===== src/rtl/mult_seq_pkg.sv =====
// mult_seq_pkg: shared widths, byte counts and state encoding for the multiplier sequencer
package mult_seq_pkg;
  localparam int OPERAND_W = 36;
  localparam int BYTE_W = 8;
  localparam int PROD_W = 2 * OPERAND_W;
  localparam int IN_BYTES = (PROD_W + BYTE_W - 1) / BYTE_W;
  localparam int OUT_BYTES = (PROD_W + BYTE_W - 1) / BYTE_W;
  localparam int IN_CNT_W = $clog2(IN_BYTES);
  localparam int OUT_CNT_W = $clog2(OUT_BYTES);
  typedef enum logic [1:0] {LOAD, MULT, CAPTURE, DRAIN} state_t;
endpackage


===== src/rtl/mult_seq_byte_ser.sv =====
// mult_seq_byte_ser: parallel-load product register shifted out MSB-first as a valid/ready byte stream
module mult_seq_byte_ser
  import mult_seq_pkg::*;
(
  input  logic                        i_clk,
  input  logic                        i_reset,
  input  logic                        i_load,
  input  logic [OUT_BYTES*BYTE_W-1:0] i_data,
  input  logic                        i_active,
  input  logic                        i_ready,
  output logic                        o_valid,
  output logic [BYTE_W-1:0]           o_data,
  output logic                        o_last
);
  localparam logic [OUT_CNT_W-1:0] OUT_LAST = OUT_CNT_W'(OUT_BYTES - 1);
  logic [OUT_BYTES*BYTE_W-1:0] shreg;
  logic [OUT_CNT_W-1:0] cnt;
  logic hs;
  assign o_valid = i_active;
  assign hs = o_valid & i_ready;
  assign o_last = hs && cnt == OUT_LAST;
  assign o_data = shreg[OUT_BYTES*BYTE_W-1 -: BYTE_W];
  always_ff @(posedge i_clk or posedge i_reset)
    if (i_reset) begin
      shreg <= '0;
      cnt <= '0;
    end else if (i_load) begin
      shreg <= i_data;
      cnt <= '0;
    end else if (hs) begin
      shreg <= shreg << BYTE_W;
      cnt <= o_last ? '0 : cnt + 1'b1;
    end
endmodule


===== src/rtl/mult_sequencer.sv =====
// mult_sequencer: byte-stream front end that loads operands, runs the multiplier and drains the product
module mult_sequencer
  import mult_seq_pkg::*;
#(
  parameter int MULT_LATENCY = 2
) (
  input  logic                 i_clk,
  input  logic                 i_reset,
  input  logic                 i_in_valid,
  output logic                 o_in_ready,
  input  logic [BYTE_W-1:0]    i_in_data,
  output logic [OPERAND_W-1:0] o_op_a,
  output logic [OPERAND_W-1:0] o_op_b,
  output logic                 o_mult_ce,
  input  logic [PROD_W-1:0]    i_mult_p,
  output logic                 o_out_valid,
  input  logic                 i_out_ready,
  output logic [BYTE_W-1:0]    o_out_data,
  output logic                 o_busy
);
  localparam int LAT_W = $clog2(MULT_LATENCY + 1);
  localparam logic [LAT_W-1:0] LAT_LAST = LAT_W'(MULT_LATENCY - 1);
  localparam logic [IN_CNT_W-1:0] IN_LAST = IN_CNT_W'(IN_BYTES - 1);
  state_t state, state_nx;
  logic [IN_CNT_W-1:0] in_cnt;
  logic [LAT_W-1:0] lat_cnt;
  logic [PROD_W-1:0] operands;
  logic in_hs, in_last, lat_done, out_last;
  assign o_in_ready = state == LOAD;
  assign o_mult_ce = state == MULT;
  assign o_busy = state != LOAD;
  assign in_hs = i_in_valid & o_in_ready;
  assign in_last = in_hs && in_cnt == IN_LAST;
  assign lat_done = lat_cnt == LAT_LAST;
  assign o_op_a = operands[OPERAND_W-1:0];
  assign o_op_b = operands[PROD_W-1:OPERAND_W];
  always_comb begin
    state_nx = state;
    state_nx = state == LOAD ? (in_last ? MULT : LOAD) :
               state == MULT ? (lat_done ? CAPTURE : MULT) :
               state == CAPTURE ? DRAIN :
               (out_last ? LOAD : DRAIN);
  end
  always_ff @(posedge i_clk or posedge i_reset)
    if (i_reset) begin
      state <= LOAD;
      in_cnt <= '0;
      lat_cnt <= '0;
      operands <= '0;
    end else begin
      state <= state_nx;
      lat_cnt <= (state == MULT && !lat_done) ? lat_cnt + 1'b1 : '0;
      if (in_hs) begin
        operands <= {operands[PROD_W-BYTE_W-1:0], i_in_data};
        in_cnt <= in_last ? '0 : in_cnt + 1'b1;
      end
    end
  mult_seq_byte_ser u_ser (
    .i_clk    (i_clk),
    .i_reset  (i_reset),
    .i_load   (state == CAPTURE),
    .i_data   (i_mult_p),
    .i_active (state == DRAIN),
    .i_ready  (i_out_ready),
    .o_valid  (o_out_valid),
    .o_data   (o_out_data),
    .o_last   (out_last)
  );
endmodule


===== config.mk =====
export PLATFORM = sky130hd
export DESIGN_NAME = mult_sequencer
export DESIGN_NICKNAME = d
export VERILOG_FILES = /design/src/rtl/mult_seq_pkg.sv /design/src/rtl/mult_seq_byte_ser.sv /design/src/rtl/mult_sequencer.sv
export SDC_FILE = /design/constraint.sdc
export NUM_CORES = 1
export LEC_CHECK = 0
export CAP_MARGIN = 30
export CORE_MARGIN = 8
export CORE_UTILIZATION = 44
export CTS_CLUSTER_DIAMETER = 40
export DETAILED_ROUTE_END_ITERATION = 6
export GPL_TIMING_DRIVEN = 0
export PLACE_DENSITY = 0.84
export SLEW_MARGIN = 10
export SYNTH_ARGS = -nofsm -noshare
export SYNTH_HDL_FRONTEND = slang
export SYNTH_HIERARCHICAL = 1
export SYNTH_SLANG_ARGS = --single-unit

===== constraint.sdc =====
create_clock -name i_clk -period 2.69 [get_ports i_clk]
set_clock_uncertainty 0.1 [all_clocks]
set_input_delay 0.538 -clock i_clk [delete_from_list [all_inputs] [get_ports i_clk]]
set_output_delay 0.538 -clock i_clk [all_outputs]
set_load 0.02 [all_outputs]

# [Word-level counts from Yosys, hierarchy flattened]
# Index checks and enable logic that the tools add are counted.
[op_classes] bitwise=2 eq_ne=6 mux=13 n_addsub=3 n_reduce_logical=7
[op_table] op="two-way mux 72 bit" n=2
[op_table] op="two-way mux 4 bit" n=4
[op_table] op="two-way mux 2 bit" n=6
[op_table] op="adder 4 x 1 -> 4 bit (second input constant)" n=2
[op_table] op="== test 4 bit (second input constant)" n=2
[op_table] op="== test 2 x 1 -> 1 bit (second input constant)" n=2
[op_table] op="== test 2 bit (second input constant)" n=2
[op_table] op="nonzero test 2 bit" n=2
[op_table] op="logical AND 1 bit" n=3
[op_table] op="adder 2 x 1 -> 2 bit (second input constant)" n=1
[op_table] op="AND 1 bit" n=2
[op_table] op="zero test 2 bit" n=1
[op_table] op="zero test 1 bit" n=1
[op_table] op="two-way mux 1 bit" n=1
[word_totals] wordCells=37 reg_bits=156 out_inout_bits=84

# [Logic depth before layout (Yosys ltp)]
[logic_depth] word_depth=7 depth_mapped=8

# [Cells and area by module]
# The synthesis kept the hierarchy.
[modules_own_cells] mod="mult_seq_byte_ser" seq_area_each_um2=1901.8 instances=1 cells_per_inst=349 area_each_um2=3517.1
[modules_own_cells] mod="mult_sequencer" seq_area_each_um2=2001.9 instances=1 cells_per_inst=194 area_each_um2=3071.7

# [Worst setup path after synthesis]
# OpenSTA, ideal clock, no wires.
[synth_path] path_kind="in2reg" start="in i_in_valid" end="reg operands[5]" slack_ns=0.976 n_path_buf=2 path_stages=4 arrival_ns=1.489 setup_ns=0.125 path_cell_list="nor3b_2 -> buf_4 -> buf_4 -> mux2_2"
[synth_between] elab_chain_cells=1
[synth_lines] element="start: declaration" line="mult_sequencer.sv:9" rtl="input logic i_in_valid,"
[synth_lines] element="AND 1 bit" line="mult_sequencer.sv:32" rtl="assign in_hs = i_in_valid & o_in_ready;"
[synth_lines] element="end signal: assignment" line="mult_sequencer.sv:54" rtl="operands <= {operands[PROD_W-BYTE_W-1:0], i_in_data};"
[synth_lines] element="end: declaration" line="mult_sequencer.sv:27" rtl="logic [PROD_W-1:0] operands;"
# No other way between the ends.
# A chain may end at the register's enable or synchronous reset.

# [Final worst setup path]
[layout_path] start="reg state[1]" end="out o_out_valid"
[layout_between] elab_chain_cells=1
[layout_lines] element="start: declaration" line="mult_sequencer.sv:24" rtl="state_t state, state_nx;"
[layout_lines] element="start signal: assignment" line="mult_sequencer.sv:51" rtl="state <= state_nx;"
[layout_lines] element="== test 2 bit" line="mult_sequencer.sv:63" rtl=".i_active (state == DRAIN),"
[layout_lines] element="end: declaration" line="mult_sequencer.sv:16" rtl="output logic o_out_valid,"
# No other way between the ends.

==> summary.md <==
| Metric | Value |
|---|---|
| Leakage | `4.30 nW` |
| Worst path cell trace | `and2_1, buf_4, clkdlybuf4s50_1` |
| Worst setup SP type | `register` |
| Seq/Total Area, Yosys | `0.592` |
| CP Class | `register to output port` |
| CTS Buf Count | `17` |
| Fill cell count | `1069` |
| Post-CTS Hold Fix Bufs | `0` |
| Die Y | `138 um` |
| Main combinational cell family by area after synthesis | `multiplexers` |
| Main synth FF type | `dfrtp_1` |
| Cell count after synthesis | `543` |
| Number of cell rows | `44` |
| CP Data Arrival Time | `1.89 ns` |
| Max Slew Vio Count | `0` |
| Sequential cell area | `3900 um2` |
| Setup repair bufs after CTS | `0` |
| Final Critical Period | `2.53 ns` |
| Post-synthesis mux area share | `0.225` |
| Vias in the first global route | `5473` |
| Area of the core | `14600 um2` |
| Total gr overflow | `0` |
| Synthesized area per cell | `12.1 um2` |
| Synth Area in XOR/XNOR | `0` |
| Final cell count without fillers | `926` |
| Synth Area in Compound Gates | `0.0659` |
| Area added between synthesis and finish | `38.9%` |
| Most common cell after layout, fill and taps aside | `clkdlybuf4s50_1` |
| CP startpoint | `state[1]$_DFF_PP0_` |
| Initial antenna violation count | `2` |
| Setup TNS Final | `0 ns` |
| Total number of vias | `4884` |
| Status | `completed` |
| Fmax | `395 MHz` |
| First-pass GRT wire length | `29200 um` |
| Reg-to-Reg End | `u_ser/shreg[43]$_DFFE_PP0P_` |
| Post-synth net total | `632` |
| GRT met1 Usage | `0.209` |
| Adder-Cell Fraction of Synth Area | `0.00949` |
| VDD IR max | `0.734 mV` |
| Layout cells sized above 1 | `0.179` |
| Final Cycle Share | `0.940` |
| Reg2Reg Setup Slack | `0.52 ns` |
| Post-DP HPWL | `13400 um` |
| Min-delay src | `lat_cnt[0]$_DFF_PP0_` |
| Root Buffer | `clkbuf_16` |
| Clock tree buffer depth | `2` |
| PortBufs | `167` |
| Final hold violations | `0` |
| Post-route ant nets | `0` |
| CTS Sinks | `156` |
| R2r startpoint | `state[1]$_DFF_PP0_` |
| R2R cell count | `6` |
| CP Max Fanout | `7` |
| Fin nets | `820` |
| Reg clk slew, reported paths | `0.06 ns` |
| Post-Syn Area | `6590 um2` |
| Drt via density | `5.27` |
| Slew headroom | `0.654` |
| Unique masters post-synth | `26` |
| Core Util, Final | `0.627` |
| H-tree depth | `4` |
| GR Layer Usage met2 | `0.309` |
| Residual DRC | `0` |
| Global placement routability congestion | `0.819` |
| Initial DRC count | `253` |
| Unrepaired setup endpoints after global routing | `no` |
| Commonest cells after routing, fill and taps aside | `167 x clkdlybuf4s50_1, 156 x dfrtp_1, 91 x nand2_1` |
| CP max-delay cell | `clkdlybuf4s50_1` |
| Drt total wl | `18200 um` |
| Final non-filler cell area | `9150 um2` |
| Total GRT Usage | `0.191` |
| Area occupied by multi-input gates | `2430 um2` |
| Hold Crit Depth | `1` |
| Die Wd | `138 um` |
| Power Density | `1040 nW/um2` |
| Simple-gate share of the synthesized area | `0.0687` |
| Dpl cell area | `8550 um2` |
| Worst Slack Setup Final | `0.161 ns` |
| Most used routing layer | `met2` |
| Worst setup EP type | `output port` |
| Post-synth EDFFs | `0` |
| Ys Warns | `6` |
| Drt first pass iters | `7` |
| Slew @ Worst Pin | `0.519 ns` |
| CTS tree | `yes` |
| Worst EP required | `2.05 ns` |
| Final setup fails | `0` |
| Pin count of the biggest net entering global routing | `68` |
| Worst min path class | `register to register` |
| Hold Path End | `lat_cnt[0]$_DFF_PP0_` |
| Placed cell count | `896` |
| Starting density of the core | `0.452` |
| Skew-Pair Late Insertion Delay | `0.42 ns` |
| Worst stage delay on the critical path | `0.59 ns` |
| Ys async rst share | `1.00` |
| Met3 usage | `0.101` |
| Max cap viols | `0` |
| Die outline area | `19100 um2` |
| Dpl ws | `0.0854 ns` |
| Post-CTS sizing | `0` |
| #FFs+latches synth | `156` |
| I/O pin total | `168` |
| Post-DR wirelength/cell | `19.6 um` |
| Number of antenna diodes | `0` |
metal layers:
metal  part of all wire  vias to the layer above
met2               0.47                      219
met4              0.020                        4
met3               0.12                       27
li1                   -                     2241
met5             0.0013                        -
met1               0.39                     2393
synthesized netlist by cell type (2+ instances only):
library cell / number / area share
ha_1: 5 / 0.0095
dfrtp_1: 156 / 0.59
o21ai_0: 74 / 0.056
inv_1: 8 / 0.0046
a21oi_1: 5 / 0.0038
clkbuf_1: 14 / 0.0080
buf_4: 14 / 0.016
nor2b_1: 2 / 0.0019
mux2_2: 73 / 0.12
nand2b_1: 2 / 0.0019
nand2_1: 91 / 0.052
nor2_1: 5 / 0.0028
mux2i_1: 66 / 0.10
nand3_1: 4 / 0.0030
buf_2: 13 / 0.0099
sequential cells by signal (all words and copies together), names as in the netlist:
register     count
u_ser/shreg     72
u_ser/cnt        4
state            2
lat_cnt          2
in_cnt           4
operands        72
through the flow:
| stage | total power [W] | hold WS (ns) |
|---|---|---|
| floorplan | 0.00566 | 0.310 |
| global placement | 0.00685 | 0.321 |
| detailed placement | 0.00705 | 0.360 |
| CTS | 0.00954 | 0.364 |
| global route | 0.0100 | 0.380 |
| finish | 0.00948 | 0.360 |
critical path, delay by kind of cell, from the launching register on:
kind                   cells  cell delay (ns)
flip-flops                 1             0.45
AND/OR/NAND/NOR            1             0.29
buffers and inverters      2             0.74
worst max path at each step:
stage	end	slack (ns)	cells past startpoint
finish	o_out_valid	0.16	3
global route	o_out_valid	0.03	3
CTS	o_out_valid	0.15	3
detailed placement	operands[7]$_DFFE_PP0P_	0.09	5
global placement	operands[4]$_DFFE_PP0P_	-1.08	2
floorplan	in_cnt[0]$_DFFE_PP0P_	0.0003	1
power breakdown:
part	internal [W]	total, W	leakage (nW)	switching (W)
logic	0.00157	0.00335	1.97	0.00178
registers	0.00314	0.00370	2.04	0.000563
clock network	0.00154	0.00244	0.295	0.000893
total	0.00625	0.00948	4.30	0.00323
cell families after synthesis:
family / Yosys count
buf+inv: 49
simple gates: 110
flops: 156
fa+ha+maj: 5
compound gates: 84
mux: 139
layout make-up:
cell class                      count  area share
Buffer                             41      0.0243
Clock buffer                       23      0.0533
Clock inverter                      7      0.0123
Inverter                            8     0.00383
Multi-Input combinational cell    338       0.266
Sequential cell                   156       0.427
Tap cell                          184      0.0252
Timing Repair Buffer              169       0.189
Note: power is estimated with default switching activity, not from simulation.
